**config.mk**
```make
export PLATFORM = sky130hd
export DESIGN_NAME = cam_stream_tx
export DESIGN_NICKNAME = d
export VERILOG_FILES = /design/src/rtl/cam_stream_tx.sv
export SDC_FILE = /design/constraint.sdc
export NUM_CORES = 1
export LEC_CHECK = 0
export ABC_AREA = 1
export CAP_MARGIN = 20
export CORE_ASPECT_RATIO = 1.5
export CORE_MARGIN = 2
export CORE_UTILIZATION = 50
export CTS_BUF_LIST = sky130_fd_sc_hd__clkbuf_4 sky130_fd_sc_hd__clkbuf_8 sky130_fd_sc_hd__clkbuf_16
export DETAILED_ROUTE_END_ITERATION = 6
export PLACE_DENSITY = 0.81
export SLEW_MARGIN = 10
export SYNTH_ARGS = -nofsm -noshare
export SYNTH_HDL_FRONTEND = slang
export SYNTH_SLANG_ARGS = --single-unit
```
**constraint.sdc**
```tcl
create_clock -name clock -period 2.6 [get_ports clock]
set_input_delay 0.39 -clock clock [delete_from_list [all_inputs] [get_ports clock]]
set_output_delay 0.39 -clock clock [all_outputs]
set_load 0.01 [all_outputs]
```
**src/rtl/cam_stream_tx.sv**
```systemverilog
// Synthetic OV7670-style byte stream source (VSYNC/HREF/YUV422 data) for bench and bring-up builds.
// Optional feature: define CAM_TX_FRAME_STAMP_EN to stamp the frame count into the first two Y bytes of each frame.
module cam_stream_tx #(
    parameter int unsigned IMAGE_WIDTH  = 640,
    parameter int unsigned IMAGE_HEIGHT = 480,
    parameter int unsigned FRAME_WIDTH  = 784,
    parameter int unsigned FRAME_HEIGHT = 510,
    parameter int unsigned VS_LINES     = 3,
    parameter int unsigned V_START      = 17
) (
    input  logic        clock,
    input  logic        n_rst,
    input  logic        in_enable,
    input  logic [1:0]  in_mode,
    input  logic [7:0]  in_level,
    output logic        out_vs,
    output logic        out_href,
    output logic [7:0]  out_data,
    output logic        out_busy,
    output logic [15:0] out_frame_cnt
);

    localparam int unsigned LINE_BYTES = 2 * FRAME_WIDTH;
    localparam int unsigned HREF_BYTES = 2 * IMAGE_WIDTH;
    localparam int unsigned V_END      = V_START + IMAGE_HEIGHT;
    localparam int unsigned BW         = $clog2(LINE_BYTES);
    localparam int unsigned VW         = $clog2(FRAME_HEIGHT);

    localparam logic [BW-1:0] B_LAST  = BW'(LINE_BYTES - 1);
    localparam logic [VW-1:0] V_LAST  = VW'(FRAME_HEIGHT - 1);
    localparam logic [VW-1:0] V_FIRST = VW'(V_START);

    typedef enum logic {
        IDLE = 1'b0,
        RUN  = 1'b1
    } state_t;

    state_t         state;
    state_t         state_n;
    logic [BW-1:0]  b;
    logic [BW-1:0]  b_n;
    logic [VW-1:0]  v;
    logic [VW-1:0]  v_n;
    logic [1:0]     mode;
    logic [1:0]     mode_n;
    logic [7:0]     level;
    logic [7:0]     level_n;
    logic [15:0]    cnt_n;
    logic           vs_n;
    logic           href_n;
    logic [7:0]     data_n;
    logic           busy_n;
    logic [7:0]     h8;
    logic [7:0]     a8;
    logic [7:0]     luma;

    // Registers hold the slot currently on the outputs; outputs are computed from the next slot.
    always_ff @(posedge clock) begin
        if (!n_rst) begin
            state         <= IDLE;
            b             <= '0;
            v             <= '0;
            mode          <= '0;
            level         <= '0;
            out_frame_cnt <= '0;
            out_vs        <= 1'b0;
            out_href      <= 1'b0;
            out_data      <= 8'h00;
            out_busy      <= 1'b0;
        end else begin
            state         <= state_n;
            b             <= b_n;
            v             <= v_n;
            mode          <= mode_n;
            level         <= level_n;
            out_frame_cnt <= cnt_n;
            out_vs        <= vs_n;
            out_href      <= href_n;
            out_data      <= data_n;
            out_busy      <= busy_n;
        end
    end

    always_comb begin
        state_n = state;
        b_n     = b;
        v_n     = v;
        mode_n  = mode;
        level_n = level;
        cnt_n   = out_frame_cnt;
        vs_n    = 1'b0;
        href_n  = 1'b0;
        data_n  = 8'h00;
        busy_n  = 1'b0;
        luma    = 8'h00;

        // Slot sequencing; in_enable only matters when idle or at the last slot of a frame.
        unique case (state)
            IDLE: begin
                b_n = '0;
                v_n = '0;
                if (in_enable) begin
                    state_n = RUN;
                    mode_n  = in_mode;
                    level_n = in_level;
                end
            end
            RUN: begin
                if (b == B_LAST) begin
                    b_n = '0;
                    if (v == V_LAST) begin
                        v_n = '0;
                        if (in_enable) begin
                            mode_n  = in_mode;
                            level_n = in_level;
                        end else begin
                            state_n = IDLE;
                        end
                    end else begin
                        v_n = v + VW'(1);
                    end
                end else begin
                    b_n = b + BW'(1);
                end
            end
            default: state_n = IDLE;
        endcase

        // Frame counter advances on the edge that drives the final slot.
        if (state_n == RUN && b_n == B_LAST && v_n == V_LAST) begin
            cnt_n = out_frame_cnt + 16'd1;
        end

        h8 = 8'(b_n >> 1);
        a8 = 8'(v_n - V_FIRST);

        unique case (mode_n)
            2'd0:    luma = h8;
            2'd1:    luma = a8;
            2'd2:    luma = (h8[5] ^ a8[5]) ? 8'hFF : 8'h00;
            default: luma = level_n;
        endcase

`ifdef CAM_TX_FRAME_STAMP_EN
        // Count is still the pre-increment value on the first active line.
        if (v_n == V_FIRST) begin
            if (b_n == BW'(1)) begin
                luma = out_frame_cnt[15:8];
            end else if (b_n == BW'(3)) begin
                luma = out_frame_cnt[7:0];
            end
        end
`endif

        if (state_n == RUN) begin
            busy_n = 1'b1;
            vs_n   = (32'(v_n) < VS_LINES);
            href_n = (32'(v_n) >= V_START) && (32'(v_n) < V_END) && (32'(b_n) < HREF_BYTES);
            if (href_n) begin
                data_n = b_n[0] ? luma : 8'h80;
            end
        end
    end

endmodule

```
==> results.md, run 1 <==
* Ys async rst share at 0
* Type of the worst min-delay path: flip-flop to flip-flop
* Vias in the first global route at 3502
* Req. time, crit path at 2870 ps
* Worst setup EP type: flip-flop
* Crit path max-delay cell type: dfxtp_1
* Final Hold Vio Count at 0
* Wirelength per Cell at 14.02 µm
* Global route total overflow at 0
* CTS tree: yes
* Synth Register Bits at 57
* H-tree levels at 3
* Crit Path Category: flip-flop to flip-flop
* Post-Route WL at 9278 µm
* Post-Syn Area at 3552 µm²
* N_diodes at 0
* Post-DR vias/cell at 5.414
* Share of cells above drive strength 1 at 0.1438
* Slew headroom at 0.5907
* Post-Synthesis Cells at 527
* Clock transition at path regs at 70 ps
* Vias at 3584
* DRT iter0 DRCs at 149
* Num CTS Buffers at 9
* Pre-Repair DR Iteration Count at 5
* Power Density at 468.9 nW/µm²
* Worst-path cell chain: ha_2, nand4_2, nor2_4, nor2_2, buf_4, nand3_1, nand2_1, inv_1, nand4_1, nor2_2, buf_4, nand4_1, a21oi_1
* CP startpoint kind: flip-flop
* Ys Warns at 0
* Area growth syn-to-layout at 22.01%
* Post-CTS Hold Buffers at 0
* Clk buf depth at 2
* Clock Latency Late Sink at 350 ps
* First-pass GRT wire length at 15660 µm
* Core ar. at 6852 µm²
* EDFF count, synth at 0
* Avg Synthesized Cell Area at 6.740 µm²
* Yosys cell types at 37
* Final max-slew violation count at 0
* Non-filler cells, final at 662
* Setup-failing EPs final at 0
* Root Buffer: clkbuf_8
* Run status: finished clean
* Worst r2r src: b[1]
* Max frequency at 412.3 MHz
* # nets final at 598
* Die area at 7808 µm²
* Dpl cells at 641
* Row count at 37
* Worst slew pin tran at 608.3 ps
* Crit path launch: b[1]
* # DRC at 0
* DP HPWL at 6987 µm
* Die X at 72.82 µm
* Synthesized Nets at 546
* Hold slack at 499.8 ps
* IO Pins at 40
* VDD IR-drop max at 0.2716 mV
* GP Congestion at 1.014
* GRT Util Overall at 0.2548
* Sink Count at 57
* Layout fillers at 603
* Period utilization at 0.9329
* Lkg Pwr at 1.868 nW
* Antenna Nets Post-Route at 0
* Sequential share of the synthesized area at 0.3212
* Critical path peak fanout at 12
* Crit path time final at 2426 ps
* Post-synth top flop: dfxtp_1
* Initial antenna violation count at 0
* Hold Path Origin: level[4]
* Critical Path Max Stage Delay at 380 ps
* Clk_skew at 11.09 ps
* CP arrival at 2690 ps
* IO Port Bufs at 39
* Total of max-cap violations at 0
* DIE HEIGHT at 107.2 µm
* Initial core utilization at 0.5184
* Largest net degree at the start of global routing at 43
==> cell type report <==
type | instances | area (µm²) | area share
clock buffer | 12 | 152.6 | 0.03522
clock inverter | 4 | 76.32 | 0.01761
sequential | 57 | 1141 | 0.2633
multi-input combinational | 388 | 2100 | 0.4844
timing repair buffer | 54 | 503.0 | 0.1161
tap | 78 | 97.59 | 0.02252
inverter | 69 | 264.0 | 0.06091
==> Yosys cell counts, drive strengths merged (2+ instances only) <==
cell	count	area, µm²
a21oi	19	95.09
buf	9	68.81
clkbuf	4	15.01
dfxtp	57	1141
ha	6	75.07
inv	68	260.3
mux2i	2	20.02
nand2	130	539.3
nand3	62	377.9
nand3b	3	22.52
nand4	24	162.7
nor2	89	421.7
nor3	12	65.06
o21ai	20	111.4
or2	3	18.77
xnor2	6	52.55
xor2	9	78.83
==> critical path: cells and delay by family, from the launching register on <==
kind	cells	cell delay (ps)
and+or+nand+nor	8	1150
AOI/OAI and AO/OA	1	150
DFF	1	380
adders and majority gates	1	240
buffers and inverters	3	440
==> registers in the layout (all words and copies together) (netlist names) <==
name and flops:
out_vs 1, out_frame_cnt 16, out_busy 1, out_data 8
b 11, mode 2, level 8, v 9
out_href 1
==> power by group <==
part / internal (mW) / total, mW / switching (mW)
Clock: 0.589 / 0.952 / 0.363
Combinational: 0.0737 / 0.187 / 0.113
Sequential: 0.885 / 0.893 / 0.00777
Total: 1.55 / 2.03 / 0.485
==> timing repair <==
item	CTS	global route
setup endpoints to repair	0	24
resized for setup	0	9
setup buffers	0	5
==> path summary, 6_finish.rpt <==
check                                    endpoint  slack (ps)  cells past startpoint
worst max-delay path            out_frame_cnt[13]         170                     13
worst max register to register  out_frame_cnt[13]         170                     13
worst min register to register           level[4]         500                      2
worst min-delay path                     level[4]         500                      2
==> cell families (layout without fill, tap and decap cells) <==
kind of cell	after synthesis	after routing	synth area share
AO/OA/AOI/OAI	41	41	0.06270
buffers and inverters	82	139	0.09792
flip-flops	57	57	0.3212
XOR/XNOR	15	15	0.03699
multiplexers	2	2	0.005636
adder cells (fa/ha/maj)	6	6	0.02113
AND/OR/NAND/NOR	324	324	0.4544
==> layer usage <==
metal,part of all wire,vias up,routed length (µm),GRT usage
met4,0.051,0,476,0.1534
met2,0.52,100,4824,0.4390
li1,-,1804,-,-
met3,0.029,38,272,0.05451
met5,0,-,0,0
met1,0.40,1642,3704,0.2785
==> cells in the final DEF (no fill, tap or decap), drive strengths merged <==
master and count:
nand2 130, nor4 1, buf 15, clkinvlp 1
xor2 9, bufinv 2, nor2 89, ha 6
o2111ai 1, clkbuf 12, inv 68, o21bai 1
xnor2 6, or2 3, clkinv 2, nand4 24
clkdlybuf4s50 39, nor3 12, a21oi 19, nand3 62
mux2i 2, dfxtp 57, o21ai 20, nand3b 3
==> per-stage QoR <==
step                      area [µm²]  power [mW]  setup TNS (ps)    util  setup WS [ps]
after floorplan                 3552       1.034               0       -          392.8
after global placement          4031       1.087               0  0.5884          212.7
after detailed placement        4031       1.089               0  0.5884          111.1
after CTS                       4260       2.034               0  0.6218          98.09
after global routing            4334       2.102          -1.949  0.6326         -1.949
final                           4334       2.032               0  0.6326          174.4
(Power assumes the default switching activity.)
==> run 2, diff against run 1 <==
--- a/constraint.sdc
+++ b/constraint.sdc
@@ -3,2 +3,2 @@
 set_output_delay 0.39 -clock clock [all_outputs]
-set_load 0.01 [all_outputs]
+set_load 0.1 [all_outputs]
==> run 2 against run 1 <==
Critical path depth grew 2. Final cell count shrank 1.1%. Count of clock-buffer cells in the layout is the same. Highest routed layer unchanged. Largest cell class unchanged. Fmax grew 2.0%. Clock power shrank 23%. Critical path type unchanged. Utilization shrank 2.3 points. Combinational power grew 3%. Die area is the same.
==> results.md, run 2 (synthesis gave the netlist of run 1 again) <==
* Hold Path Origin: out_frame_cnt[15] (was level[4])
* Crit path max-delay cell type: dfxtp_1 (unchanged)
* IO Port Bufs at 39 (unchanged)
* N_diodes at 0 (unchanged)
* CTS tree: yes (unchanged)
* Wirelength per Cell at 13.91 µm (was 14.02 µm)
* Vias in the first global route at 3319 (was 3502)
* Number of flip-flops in the largest register at 16 (unchanged)
* Die area at 7808 µm² (unchanged)
* Crit path launch: b[1] (unchanged)
* Most frequent cells in the layout: nand2_1 (119), nor2_1 (72), inv_1 (59) (was nand2_1 (119), nor2_1 (74), inv_1 (59))
* H-tree levels at 3 (unchanged)
* Vias at 3566 (was 3584)
* Worst r2r src: b[1] (unchanged)
* Worst setup EP type: flip-flop (unchanged)
* Critical Path Max Stage Delay at 360 ps (was 380 ps)
* Req. time, crit path at 2840 ps (was 2870 ps)
* Setup-failing EPs final at 0 (unchanged)
* GP Congestion at 0.9633 (was 1.014)
* Global route total overflow at 0 (unchanged)
* Met3 routed WL at 472 µm (was 272 µm)
* GRT Util Overall at 0.2466 (was 0.2548)
* Period utilization at 0.9150 (was 0.9329)
* DRT met1 WL at 3465 µm (was 3704 µm)
* Antenna Nets Post-Route at 0 (unchanged)
* Layout fillers at 623 (was 603)
* Total of max-cap violations at 0 (unchanged)
* Core ar. at 6852 µm² (unchanged)
* Top reg by flops: out_frame_cnt (unchanged)
* Slack of the worst reg-to-reg path at 220 ps (was 170 ps)
* Commonest non-fill, non-tap cell in the layout: nand2_1 (unchanged)
* RSZ-0062 raised after global routing: false
* Type of the worst min-delay path: flip-flop to flip-flop (unchanged)
* CP arrival at 2620 ps (was 2690 ps)
* Initial core utilization at 0.5184 (unchanged)
* VDD IR-drop max at 0.1983 mV (was 0.2716 mV)
* Slew headroom at 0.6367 (was 0.5907)
* # DRC at 0 (unchanged)
* Clk buf depth at 2 (unchanged)
* Max frequency at 420.4 MHz (was 412.3 MHz)
* Clock Latency Late Sink at 350 ps (about the same)
* Top flop regs: out_frame_cnt: 16 flops, b: 11 flops, v: 9 flops (unchanged)
* Lkg Pwr at 1.879 nW (was 1.868 nW)
* IO Pins at 40 (unchanged)
* Initial antenna violation count at 0 (unchanged)
* Final Hold Vio Count at 0 (unchanged)
* DRT iter0 DRCs at 213 (was 149)
* Crit path time final at 2379 ps (was 2426 ps)
* Most used cell, CP: nand2_1
* Final max-slew violation count at 0 (unchanged)
* Total power at 1.824 mW (was 2.032 mW)
* Worst slew pin tran at 540.8 ps (was 608.3 ps)
* Highest routed layer: met4 (unchanged)
* DP HPWL at 7023 µm (was 6987 µm)
* Post-Route WL at 9108 µm (was 9278 µm)
* Run status: finished clean (unchanged)
* Crit Path Category: flip-flop to flip-flop (unchanged)
* Num CTS Buffers at 9 (unchanged)
* Largest net degree at the start of global routing at 27 (was 43)
* Post-CTS Hold Buffers at 0 (unchanged)
* Clk_skew at 13.63 ps (was 11.09 ps)
* Area growth syn-to-layout at 17.54% (was 22.01%)
* Row count at 37 (unchanged)
* Total Neg Setup Slack at 0 ps (unchanged)
* Post-DR vias/cell at 5.444 (was 5.414)
* Sink Count at 57 (unchanged)
* First-pass GRT wire length at 15040 µm (was 15660 µm)
* Worst-path cell chain: ha_1, nand4_2, nor2_4, buf_4, nand3_1, nand2_1, nor2_2, nand2_2, nand2_2, nand2_1, nand3_1, nand3_4, nand2_1, nand3b_1, inv_1 (was ha_2, nand4_2, nor2_4, nor2_2, buf_4, nand3_1, nand2_1, inv_1, nand4_1, nor2_2, buf_4, nand4_1, a21oi_1)
* DIE HEIGHT at 107.2 µm (unchanged)
* Clock transition at path regs at 60 ps (was 70 ps)
* # nets final at 592 (was 598)
* Met2 WL at 4852 µm (was 4824 µm)
* CP startpoint kind: flip-flop (unchanged)
* Root Buffer: clkbuf_8 (unchanged)
* Critical path peak fanout at 11 (was 12)
* Die X at 72.82 µm (unchanged)
* Pre-Repair DR Iteration Count at 7 (was 5)
* Share of cells above drive strength 1 at 0.1854 (was 0.1438)
* Power Density at 436.8 nW/µm² (was 468.9 nW/µm²)
## run 2: worst paths after layout
| check | end | cells after the start |
|---|---|---|
| worst max-delay path | out_data[5] | 15 |
| worst min-delay path | out_frame_cnt[15] | 2 |
| worst max register to register | out_data[5] | 15 |
| worst min register to register | out_frame_cnt[15] | 2 |
## run 2: stage by stage
step / hold WS, ps / instances / util / cell area, µm² / worst slack (ps)
2_1_floorplan: 456.1 / 527 / - / 3553 / 278.5
3_3_place_gp: 482.0 / 639 / 0.5765 / 3950 / 225.7
3_5_place_dp: 489.4 / 639 / 0.5765 / 3950 / 156.5
4_1_cts: 500.0 / 654 / 0.6014 / 4120 / 138.2
5_1_grt: 525.5 / 655 / 0.6094 / 4175 / 0.1208
6_report: 495.8 / 655 / 0.6094 / 4175 / 221.0
## run 2: worst max-delay path: cells and delay by family (launching register included)
kind,cells,cell delay [ps]
adder cells (fa/ha/maj),1,230
flip-flops,1,360
AND/OR/NAND/NOR,12,1430
buffers and inverters,2,250
## run 2: timing repair
item                       4_1_cts  5_1_grt
setup endpoints to repair        0       24
buffers inserted                 0        1
resized for setup                0       11
hold endpoints to repair         0        0
## run 2: cell type report
class / count / area (µm²) / area share
Sequential cell: 57 / 1144 / 0.2739
Multi-Input combinational cell: 388 / 2110 / 0.5052
Clock buffer: 12 / 152.6 / 0.03656
Timing Repair Buffer: 48 / 390.4 / 0.09350
Clock inverter: 3 / 17.52 / 0.004195
Tap cell: 78 / 97.59 / 0.02337
Inverter: 69 / 264.0 / 0.06323
## run 2: routing by layer
| layer | vias up | global-route usage |
|---|---|---|
| li1 | 1804 | - |
| met2 | 141 | 0.4325 |
| met1 | 1593 | 0.2716 |
| met3 | 28 | 0.04793 |
| met4 | 0 | 0.1349 |
| met5 | - | 0 |
## run 2: where the power goes
group / switching (mW) / internal [mW]
Combinational: 0.125 / 0.0678
Sequential: 0.00926 / 0.886
Clock: 0.352 / 0.384
==> run 3, diff against run 2 <==
- CORE_UTILIZATION: 50 -> 35
- PLACE_DENSITY: 0.81 -> 0.63
==> run 3 against run 2 <==
Register-to-register slack improved by 30 ps. Global-route usage down 6.2 points. Worst hold slack worse by 8.8 ps. Die area grew 41%. Final cell count rose by 6.0%. Sequential cell count unchanged. Total power grew 25%. Final area increased by 4.1%. Sequential share of layout area down 1.0 points. Via count shrank 1.7%. Fmax grew 1.1%. Critical path type unchanged. Critical endpoint is now out_data[2].
==> results.md, run 3 (synthesis gave the netlist of run 1 again) <==
* Largest net degree at the start of global routing at 26 (was 27)
* First-pass GRT wire length at 16160 µm (was 15040 µm)
* Slack of the worst reg-to-reg path at 250 ps (was 220 ps)
* Share of cells above drive strength 1 at 0.1872 (was 0.1854)
* Row count at 45 (was 37)
* Run status: finished clean (unchanged)
* Req. time, crit path at 2870 ps (was 2840 ps)
* N_diodes at 0 (unchanged)
* VDD IR-drop max at 0.3211 mV (was 0.1983 mV)
* Initial antenna violation count at 0 (unchanged)
* DP HPWL at 7451 µm (was 7023 µm)
* Wirelength per Cell at 14.05 µm (was 13.91 µm)
* R2R Path End: out_data[2] (was out_data[5])
* Final instance area at 4347 µm² (was 4175 µm²)
* Vias at 3506 (was 3566)
* Total Neg Setup Slack at 0 ps (unchanged)
* FF-to-FF path depth at 16 (was 15)
* Final Hold Vio Count at 0 (unchanged)
* CTS tree: yes (unchanged)
* Clk buf depth at 2 (unchanged)
* Global route total overflow at 0 (unchanged)
* Antenna Nets Post-Route at 0 (unchanged)
* Top flop regs: out_frame_cnt: 16 flops, b: 11 flops, v: 9 flops (unchanged)
* Crit path time final at 2354 ps (was 2379 ps)
* Vias in the first global route at 3408 (was 3319)
* CP startpoint kind: flip-flop (unchanged)
* Hold slack at 487.0 ps (was 495.8 ps)
* # nets final at 592 (unchanged)
* Post-Route WL at 9749 µm (was 9108 µm)
* Hold Path Cell Cnt at 2 (unchanged)
* # DRC at 0 (unchanged)
* Clock Latency Late Sink at 330 ps (was 350 ps)
* Post-CTS Resized at 0 (unchanged)
* Top reg by flops: out_frame_cnt (unchanged)
* Initial core utilization at 0.3544 (was 0.5184)
* IO Pins at 40 (unchanged)
* Clk_skew at 8.569 ps (was 13.63 ps)
* GRT Util Overall at 0.1843 (was 0.2466)
* IO Port Bufs at 39 (unchanged)
* DIE HEIGHT at 127.4 µm (was 107.2 µm)
* Placed inst area at 4006 µm² (was 3950 µm²)
* DRT iter0 DRCs at 192 (was 213)
* Final WS setup at 246.5 ps (was 221.0 ps)
* Die area at 10990 µm² (was 7808 µm²)
* Type of the worst min-delay path: flip-flop to flip-flop (unchanged)
* Number of flip-flops in the largest register at 16 (unchanged)
* Worst slew pin tran at 570.8 ps (was 540.8 ps)
* Die X at 86.26 µm (was 72.82 µm)
* Hold Path Origin: level[5] (was out_frame_cnt[15])
* Final max-slew violation count at 0 (unchanged)
* GP Congestion at 0.9117 (was 0.9633)
* Post-CTS Repair Setup Buffers at 0 (unchanged)
* CP arrival at 2630 ps (was 2620 ps)
* Max frequency at 424.9 MHz (was 420.4 MHz)
* Core ar. at 10020 µm² (was 6852 µm²)
* Area growth syn-to-layout at 22.37% (was 17.54%)
* Fin util at 0.4337 (was 0.6094)
* RSZ-0062 raised after global routing: false (unchanged)
* Clock transition at path regs at 50 ps (was 60 ps)
* Sink Count at 57 (unchanged)
* Power Density at 526.3 nW/µm² (was 436.8 nW/µm²)
* Root Buffer: clkbuf_16 (was clkbuf_8)
* Total of max-cap violations at 0 (unchanged)
* Post-DR vias/cell at 5.052 (was 5.444)
* Pre-Repair DR Iteration Count at 4 (was 7)
* Dpl ws at 50.94 ps (was 156.5 ps)
* Period utilization at 0.9052 (was 0.9150)
* Slew headroom at 0.6165 (was 0.6367)
* Most frequent cells in the layout: nand2_1 (117), nor2_1 (75), inv_1 (59) (was nand2_1 (119), nor2_1 (72), inv_1 (59))
* Post-CTS Hold Buffers at 0 (unchanged)
* Setup-failing EPs final at 0 (unchanged)
* Num CTS Buffers at 9 (unchanged)
* Lkg Pwr at 1.937 nW (was 1.879 nW)
* H-tree levels at 3 (unchanged)
* Commonest non-fill, non-tap cell in the layout: nand2_1 (unchanged)
* Worst Hold End: level[5] (was out_frame_cnt[15])
* Crit Path Category: flip-flop to flip-flop (unchanged)
* Critical path peak fanout at 11 (unchanged)
* Worst r2r src: v[0] (was b[1])
* Worst setup EP type: flip-flop (unchanged)
run 3: through the flow:
step                      std cells  power (mW)
after floorplan                 527       1.050
after global placement          679       1.105
after detailed placement        679       1.106
after CTS                       694       2.304
after global routing            694       2.371
final                           694       2.288
run 3: layout make-up:
class / instances / area [µm²]
clock buffers: 12 / 260.3
clock inverters: 3 / 40.04
fillers: 1051 / 5675
inverters: 69 / 264.0
multi-input cells: 388 / 2100
flip-flops and latches: 57 / 1146
well taps: 117 / 146.4
repair buffers: 48 / 390.4
run 3: worst max path at each step:
stage                                   to      from  slack, ps  depth (start not counted)
after floorplan           out_frame_cnt[3]  out_busy        280                         13
after CTS                      out_data[1]      b[1]         30                         16
final                          out_data[2]      v[0]        250                         16
after detailed placement       out_data[1]      b[1]         50                         16
after global routing      out_frame_cnt[0]      v[1]         20                         17
after global placement         out_data[1]      b[1]        110                         16
run 3: per-layer routing:
metal  GRT usage  vias to the layer above  wire, µm
li1            -                     1792         -
met1      0.2042                     1581      3849
met2      0.3238                      102      5071
met3     0.03747                       31       401
met4      0.1020                        0       427
met5           0                        -         0
run 3: power by group:
| part | switching, mW | total (mW) | internal, mW | leakage, nW |
|---|---|---|---|---|
| Sequential | 0.00982 | 0.897 | 0.888 | 0.462 |
| Clock | 0.400 | 1.19 | 0.795 | 0.152 |
| Combinational | 0.128 | 0.196 | 0.0678 | 1.32 |
| Total | 0.538 | 2.29 | 1.75 | 1.94 |
run 3: critical path, cell delays in order, from the launching register on:
cell and delay [ps]:
dfxtp_1 410, ha_1 170, nand2_1 50, nor2_2 150, nand2_2 110, nand2_2 130, nand2_8 100, nor2_8 190
inv_2 130, nand2_1 120, nand2_4 140, nor2_4 180, nand2_1 110, nand2_1 90, nand3b_1 100, nand2_1 50
inv_1 40
